### config.mk
export PLATFORM = sky130hd
export DESIGN_NAME = bcd_display_scan
export DESIGN_NICKNAME = d
export VERILOG_FILES = /design/src/rtl/seg7_pkg.sv /design/src/rtl/bcd_to_seg7.sv /design/src/rtl/bcd_display_scan.sv
export SDC_FILE = /design/constraint.sdc
export NUM_CORES = 1
export LEC_CHECK = 0
export CAP_MARGIN = 20
export CORE_UTILIZATION = 30
export DETAILED_ROUTE_END_ITERATION = 7
export GPL_TIMING_DRIVEN = 0
export MAX_ROUTING_LAYER = met4
export SLEW_MARGIN = 20
export SYNTH_ARGS = -nofsm -noshare
export SYNTH_HDL_FRONTEND = slang
export SYNTH_SLANG_ARGS = --single-unit
### constraint.sdc
create_clock -name CLK -period 2.3 [get_ports CLK]
set_clock_uncertainty 0.1 [all_clocks]
set_input_delay 0.575 -clock CLK [delete_from_list [all_inputs] [get_ports CLK]]
set_output_delay 0.575 -clock CLK [all_outputs]
set_load 0.02 [all_outputs]
### src/rtl/seg7_pkg.sv
`timescale 1ns/1ps
`default_nettype none
// ============================================================================
// Module   : seg7_pkg
// Purpose  : Shared 7-segment patterns and BCD display types.
// Revision : 1.0
// ============================================================================
package seg7_pkg;

    localparam int NUM_DIGITS = 4;

    // Segment order {g,f,e,d,c,b,a}, active-high.
    localparam logic [6:0] SEG_0     = 7'h3F;
    localparam logic [6:0] SEG_1     = 7'h06;
    localparam logic [6:0] SEG_2     = 7'h5B;
    localparam logic [6:0] SEG_3     = 7'h4F;
    localparam logic [6:0] SEG_4     = 7'h66;
    localparam logic [6:0] SEG_5     = 7'h6D;
    localparam logic [6:0] SEG_6     = 7'h7D;
    localparam logic [6:0] SEG_7     = 7'h07;
    localparam logic [6:0] SEG_8     = 7'h7F;
    localparam logic [6:0] SEG_9     = 7'h6F;
    localparam logic [6:0] SEG_DASH  = 7'h40;
    localparam logic [6:0] SEG_BLANK = 7'h00;

    typedef logic [1:0] digit_idx_t;

    // Element [3] is thousands, element [0] is ones.
    typedef logic [NUM_DIGITS-1:0][3:0] bcd_word_t;

    typedef enum logic [0:0] {
        PHASE_VISIBLE = 1'b0,
        PHASE_BLANK   = 1'b1
    } blink_phase_t;

    // Scan index 0 drives the thousands position, AN[3].
    function automatic logic [3:0] digit_enable(input digit_idx_t idx);
        logic [3:0] an;
        an = 4'b1000;
        return an >> idx;
    endfunction

endpackage
`default_nettype wire

### src/rtl/bcd_to_seg7.sv
`timescale 1ns/1ps
`default_nettype none
// ============================================================================
// Module   : bcd_to_seg7
// Purpose  : Combinational BCD to 7-segment decoder; non-BCD codes show a dash.
// Revision : 1.0
// ============================================================================
module bcd_to_seg7
    import seg7_pkg::*;
(
    input  logic [3:0] bcd_i,
    output logic [6:0] seg_o
);

    always_comb begin
        seg_o = SEG_DASH;
        case (bcd_i)
            4'd0: seg_o = SEG_0;
            4'd1: seg_o = SEG_1;
            4'd2: seg_o = SEG_2;
            4'd3: seg_o = SEG_3;
            4'd4: seg_o = SEG_4;
            4'd5: seg_o = SEG_5;
            4'd6: seg_o = SEG_6;
            4'd7: seg_o = SEG_7;
            4'd8: seg_o = SEG_8;
            4'd9: seg_o = SEG_9;
            default: seg_o = SEG_DASH;
        endcase
    end

endmodule
`default_nettype wire

### src/rtl/bcd_display_scan.sv
`timescale 1ns/1ps
`default_nettype none
// ============================================================================
// Module   : bcd_display_scan
// Purpose  : Tear-free 4-digit multiplexed 7-segment driver with match blink.
//            Optional macro LEADING_ZERO_BLANK_EN blanks leading zero digits.
// Revision : 1.0
// ============================================================================
module bcd_display_scan
    import seg7_pkg::*;
#(
    parameter int SCAN_DIV     = 50000,
    parameter int BLINK_FRAMES = 64
) (
    input  logic        CLK,
    input  logic        RST,
    input  logic [15:0] DIGITS,
    input  logic        LOAD,
    input  logic        MATCH,
    output logic [6:0]  SEG,
    output logic [3:0]  AN,
    output logic        FRAME
);

    localparam int PW = $clog2(SCAN_DIV);
    localparam int BW = (BLINK_FRAMES > 1) ? $clog2(BLINK_FRAMES) : 1;
    localparam logic [PW-1:0] PRESC_LAST = PW'(SCAN_DIV - 1);
    localparam logic [BW-1:0] BLINK_LAST = BW'(BLINK_FRAMES - 1);

    logic [PW-1:0] presc_q, presc_d;
    digit_idx_t    idx_q, idx_d;
    bcd_word_t     pending_q, pending_d;
    bcd_word_t     shadow_q, shadow_d;
    logic [BW-1:0] bcnt_q, bcnt_d;
    blink_phase_t  phase_q, phase_d;
    logic [6:0]    seg_q, seg_d;
    logic [3:0]    an_q, an_d;
    logic          frame_q, frame_d;

    logic          tick;
    logic          boundary;
    logic [3:0]    cur_digit;
    logic [6:0]    dec_seg;
    logic          lz_blank;

    // Scan index 0 is thousands, which lives in shadow element 3.
    assign cur_digit = shadow_q[~idx_q];

    bcd_to_seg7 u_dec (
        .bcd_i (cur_digit),
        .seg_o (dec_seg)
    );

    always_comb begin
        lz_blank = 1'b0;
`ifdef LEADING_ZERO_BLANK_EN
        case (idx_q)
            2'd0:    lz_blank = (shadow_q[3] == 4'd0);
            2'd1:    lz_blank = (shadow_q[3] == 4'd0) && (shadow_q[2] == 4'd0);
            2'd2:    lz_blank = (shadow_q[3] == 4'd0) && (shadow_q[2] == 4'd0)
                                && (shadow_q[1] == 4'd0);
            default: lz_blank = 1'b0;
        endcase
`else
        lz_blank = 1'b0;
`endif
    end

    always_comb begin
        tick      = (presc_q == PRESC_LAST);
        boundary  = tick && (idx_q == 2'd3);

        presc_d   = tick ? '0 : presc_q + 1'b1;
        idx_d     = tick ? idx_q + 2'd1 : idx_q;
        pending_d = LOAD ? bcd_word_t'(DIGITS) : pending_q;
        shadow_d  = shadow_q;
        // A load landing on the boundary goes straight to the next frame.
        if (boundary) begin
            shadow_d = LOAD ? bcd_word_t'(DIGITS) : pending_q;
        end

        bcnt_d  = bcnt_q;
        phase_d = phase_q;
        if (!MATCH) begin
            bcnt_d  = '0;
            phase_d = PHASE_VISIBLE;
        end else if (boundary) begin
            if (bcnt_q == BLINK_LAST) begin
                bcnt_d  = '0;
                phase_d = (phase_q == PHASE_VISIBLE) ? PHASE_BLANK : PHASE_VISIBLE;
            end else begin
                bcnt_d = bcnt_q + 1'b1;
            end
        end

        frame_d = boundary;
        if (phase_q == PHASE_BLANK) begin
            an_d  = 4'b0000;
            seg_d = SEG_BLANK;
        end else begin
            an_d  = digit_enable(idx_q);
            seg_d = lz_blank ? SEG_BLANK : dec_seg;
        end
    end

    always_ff @(posedge CLK or posedge RST) begin
        if (RST) begin
            presc_q   <= '0;
            idx_q     <= '0;
            pending_q <= '0;
            shadow_q  <= '0;
            bcnt_q    <= '0;
            phase_q   <= PHASE_VISIBLE;
            seg_q     <= '0;
            an_q      <= '0;
            frame_q   <= 1'b0;
        end else begin
            presc_q   <= presc_d;
            idx_q     <= idx_d;
            pending_q <= pending_d;
            shadow_q  <= shadow_d;
            bcnt_q    <= bcnt_d;
            phase_q   <= phase_d;
            seg_q     <= seg_d;
            an_q      <= an_d;
            frame_q   <= frame_d;
        end
    end

    assign SEG   = seg_q;
    assign AN    = an_q;
    assign FRAME = frame_q;

endmodule
`default_nettype wire

# Word level (Yosys, flattened, before mapping)
# Memory sizes are Yosys's and may differ from the RTL's.
# Index checks and enable logic that the tools add are counted.
totals:
  register_bits: 69
  mem_bits_ro: 112
  in_bits: 20
  out_inout_bits: 12
  memories: 1
op_classes:
  addsub: 3
  magnitude_cmp: 1
  eq_ne: 5
  shift: 1
  mux: 13
  n_bitwise: 1
  reduce_logical: 2
memory_table:
  columns: ["memory", "depth", "width", "read_ports", "rd_ports_with_merged_regs", "write_ports", "line", "source"]
  rows:
  - ["(no name shown)", 16, 7, 1, 0, 0, "bcd_to_seg7.sv:17", "case (bcd_i)"]
ops:
  columns: ["cell", "count"]
  rows:
  - ["two-way mux 16 bit", 2]
  - ["two-way mux 6 bit", 3]
  - ["adder 16 x 1 -> 16 bit (second input constant)", 1]
  - ["== test 16 bit (second input constant)", 1]
  - ["binary-select mux 4 bit (select 2 bit)", 1]
  - ["two-way mux 4 bit", 2]
  - ["two-way mux 7 bit", 1]
  - ["adder 6 x 1 -> 6 bit (second input constant)", 1]
  - ["== test 6 bit (second input constant)", 1]
  - ["two-way mux 1 bit", 4]
  - ["inequality test 2 x 1 -> 1 bit (second input constant)", 2]
  - [">> shifter 4 x 2 -> 4 bit (first input constant)", 1]
  - ["less-than comparator 2 x 3 -> 1 bit (second input constant)", 1]
  - ["adder 2 x 1 -> 2 bit (second input constant)", 1]
  - ["== test 2 bit (second input constant)", 1]
  - ["NOT 2 bit", 1]
  - ["AND reduction 2 bit", 1]
  - ["logical AND 1 bit", 1]

# Logic depth before layout (Yosys ltp)
# An unclocked memory read counts as a cell.
depth:
  depth_word: 5
  mapped_depth: 7
  ltp_nobuf: 6

# Modules after synthesis
# From an unflattened synthesis, not the netlist that was laid out.
hier_totals:
  hier_cells: 252
  area_unflattened_um2: 3160.5
modules_own_cells:
  columns: ["module", "instances", "cells_per_inst", "area_each_um2", "seq_area_each_um2"]
  rows:
  - ["bcd_display_scan", 1, 223, 2935.3, 1726.7]
  - ["bcd_to_seg7", 1, 29, 225.2, 0.0]

# Worst setup path before layout
# OpenSTA, ideal clock, no wires.
synth_timing:
  path_type: "reg-to-reg"
  startpoint: "register presc_q[4]"
  endpoint: "register phase_q"
  setup_ns: 0.092
  t_arrival_ns: 1.945
  required_time_ns: 2.108
  path_slack_ns: 0.163
  path_stages_with_launch: 6
  n_path_buf: 2
  path_cell_list: "dfrtp_1 > or4b_4 > or4_4 > buf_6 > buf_6 > o31ai_2"
synth_via:
  elab_chain_len: 4
synth_lines:
  columns: ["item", "line", "source"]
  rows:
  - ["from (decl)", "bcd_display_scan.sv:30", "logic [PW-1:0] presc_q, presc_d;"]
  - ["from (signal assigned)", "bcd_display_scan.sv:118", "presc_q <= presc_d;"]
  - ["== test 16 bit", "bcd_display_scan.sv:70", "tick = (presc_q == PRESC_LAST);"]
  - ["logical AND 1 bit", "bcd_display_scan.sv:71", "boundary = tick && (idx_q == 2'd3);"]
  - ["inequality test 2 x 1 -> 1 bit (no line)", null, null]
  - ["AND reduction 2 bit (no line)", null, null]
  - ["to (signal assigned)", "bcd_display_scan.sv:123", "phase_q <= phase_d;"]
  - ["to (decl)", "bcd_display_scan.sv:35", "blink_phase_t phase_q, phase_d;"]
# No other way between the ends.
# A chain may end at the register's enable or synchronous reset.

# Worst setup path in the final report
layout_timing:
  startpoint: "register presc_q[7]"
  endpoint: "register phase_q"
# Same word-level chain as after synthesis.

==> reports/results.tsv <==
metric	value	unit
Worst R2R Path Depth	5	
Final Instance Area	0.003901	mm^2
final setup violating endpoints	0	
fill cell count	992	
pwr dens	583.3	mW/mm^2
Max Cap Violations	0	
Starting Density	0.3079	
hold path start	shadow_q[8]$_DFFE_PP0P_	
CTS clk-pin slew, worst paths	0.08	ns
# rows	37	
HP Class	reg2reg	
maximum buffer depth of the clock tree	2	
met3 wire length	212	um
area share of the largest cell type after synthesis	0.5481	
diode count	0	
Seq cells post-synth	69	
maximum clock frequency	448.2	MHz
vias in the first global route	2141	
FFs w/ async S/R, synth	1.000	
Worst Tran Pin Value	0.5002	ns
first-pass GRT wire length	10210	um
syn nets	310	
Area growth, synth to finish	23.83	%
wl on met1	2824	um
cts bufs inserted	9	
EDFF count, synth	0	
total detailed-routing wirelength	5793	um
initial antenna violation count	0	
critical path arrival	2.38	ns
post-synth top area cell	dfrtp_1	
CP max FO	10	
Layout Utilization	0.3813	
Power, Total	0.002276	W
highest routed layer	met4	
DRT Pass-1 Iters	4	
Antenna Nets Post-Route	0	
Crit-path slowest cell	or4b_4	
Worst path max stage delay	0.58	ns
WL met2	2671	um
# DRC	0	
GR Overflow Total	0	
DR vias	2081	
P_leak	1.688	nW
final slew viol count	0	
All-Layer GR Usage	0.1220	
relative slew slack	0.6665	
crit-path most repeated cell	buf_6	
status	finished clean	
CTS tree	yes	
Worst-Skew Late Latency	0.34	ns
critical path's top delay family	simple AND/OR/NAND/NOR gates	
Post-Syn Area per Cell	11.33	um^2
Synth Cell Area	0.003151	mm^2
Fin. Hold Viols	0	
post-synthesis sequential area ratio	0.5481	
commonest non-fill, non-tap cell in the layout	dfrtp_1	
Die Y	104.5	um
kind of critical path	reg2reg	
CP cell instances	or4b_4, or4_4, buf_6, buf_6, o31ai_2	
r2r setup slk	0.07	ns
critical path launch point type	register	
post-synthesis cell count	278	
Routed wire per std cell	12.43	um
CP Capture Type	register	
core area	0.01023	mm^2
most frequent cells in the layout	dfrtp_1, nand2_1, clkdlybuf4s50_1, mux2_2	
final net count	357	
RR Endpoint	phase_q$_DFFE_PP0P_	
cts hold-fix bufs	0	
CP Launch Point	presc_q[7]$_DFF_PP0_	
Routability Congestion	0.8163	
Critical R2R Launch	presc_q[7]$_DFF_PP0_	
Levels on crit path	5	
number of port buffers	30	
Yosys warnings	0	
CTS sink count	69	
Critical Path RT	2.45	ns
Final Critical Period	2.231	ns
Final Cycle Share	0.9701	
H-Tree Depth	3	
number of buffers and inverters on the critical path	2	
share of cells above drive strength 1	0.1818	
area post-placement	0.003672	mm^2
top post-synthesis cells by area	dfrtp_1, nand2_1, mux2_2	
IO Pins	32	
initial DRC count	92	
prevailing post-synth register cell	dfrtp_1	
peak supply drop	0.0002264	V
DP Wirelength	4160	um
Die ar.	0.01092	mm^2
RSZ-0062 raised after global routing	no	
largest net degree at the start of global routing	31	
Die Wd	104.5	um
Via-to-Cell Ratio	4.466	
root buffer cell	clkbuf_8	
Yosys cell types	39	
Worst Setup EP	phase_q$_DFFE_PP0P_	
[where the power goes]
part           internal [W]  switching (W)
Combinational     0.0000626      0.0000528
Sequential          0.00124     0.00000662
Clock              0.000454       0.000459
Total               0.00176       0.000519
[through the flow]
step,setup TNS (ns),setup WS [ns],std cells,hold WS (ns)
after CTS,0,0.02660,463,0.3729
after global routing,0,0.003865,466,0.4015
after floorplan,0,0.1628,278,0.3334
after global placement,-0.4469,-0.08052,444,0.3484
after detailed placement,-1.007,-0.09391,446,0.3550
final,0,0.06885,466,0.3687
[routing by layer]
| metal | GRT usage | up-vias |
|---|---|---|
| met5 | - | - |
| met4 | 0.04898 | 0 |
| met3 | 0.03008 | 6 |
| met2 | 0.1831 | 40 |
| met1 | 0.1578 | 999 |
| li1 | - | 1036 |
[worst min-delay path: stages, from the launching register on]
cell     delay (ns)
dfrtp_1        0.35
nand2_1        0.05
nand2_1        0.05
[final cells by class]
type,instances,area (um^2),share of cell area
clock buffers,12,155.1,0.03977
multi-input cells,193,1354,0.3470
inverters,6,26.28,0.006735
well taps,136,170.2,0.04362
plain buffers,10,56.30,0.01443
flip-flops and latches,69,1729,0.4432
repair buffers,36,377.9,0.09686
clock inverters,4,32.53,0.008339
[Yosys cell counts (all sizes together), types with 2 or more instances]
cell / n
a21o: 3
mux4: 4
o211ai: 3
xnor2: 6
mux2: 17
nor4: 3
clkbuf: 7
nand4: 3
ha: 12
a21boi: 2
o31ai: 4
xor2: 8
mux2i: 2
and3: 3
and4: 3
nand2: 60
nor2: 14
nand3: 14
nor2b: 5
nand2b: 5
buf: 3
or2: 2
a21oi: 4
or4: 2
o21ai: 5
dfrtp: 69
nand4bb: 2
inv: 6
[timing repair]
item / CTS / global route
resized for setup: 2 / 4
endpoints found under the hold margin: 0 / 0
setup endpoints to repair: 22 / 15
setup buffers: 1 / 3
pin swaps: 1 / 1
[worst min path at each step]
stage	cells after the start	endpoint	slack, ns
after floorplan	2	shadow_q[4]$_DFFE_PP0P_	0.33
after global placement	2	shadow_q[8]$_DFFE_PP0P_	0.35
after detailed placement	2	shadow_q[13]$_DFFE_PP0P_	0.35
after CTS	2	shadow_q[13]$_DFFE_PP0P_	0.37
after global routing	2	shadow_q[15]$_DFFE_PP0P_	0.40
final	2	shadow_q[8]$_DFFE_PP0P_	0.37
[kinds of logic after synthesis]
| kind of cell | synth area share |
|---|---|
| adders and majority gates | 0.04766 |
| muxes | 0.09571 |
| buffers and inverters | 0.02422 |
| xor gates and xnor gates | 0.03892 |
| AOI/OAI and AO/OA | 0.05560 |
| DFF | 0.5481 |
| and+or+nand+nor | 0.1898 |
[sequential cells by signal, summed over array words and instances, names as in the netlist]
register   cells
phase_q        1
bcnt_q         6
SEG            7
idx_q          2
AN             4
FRAME          1
presc_q       16
pending_q     16
shadow_q      16
Note: power is estimated with default switching activity, not from simulation.
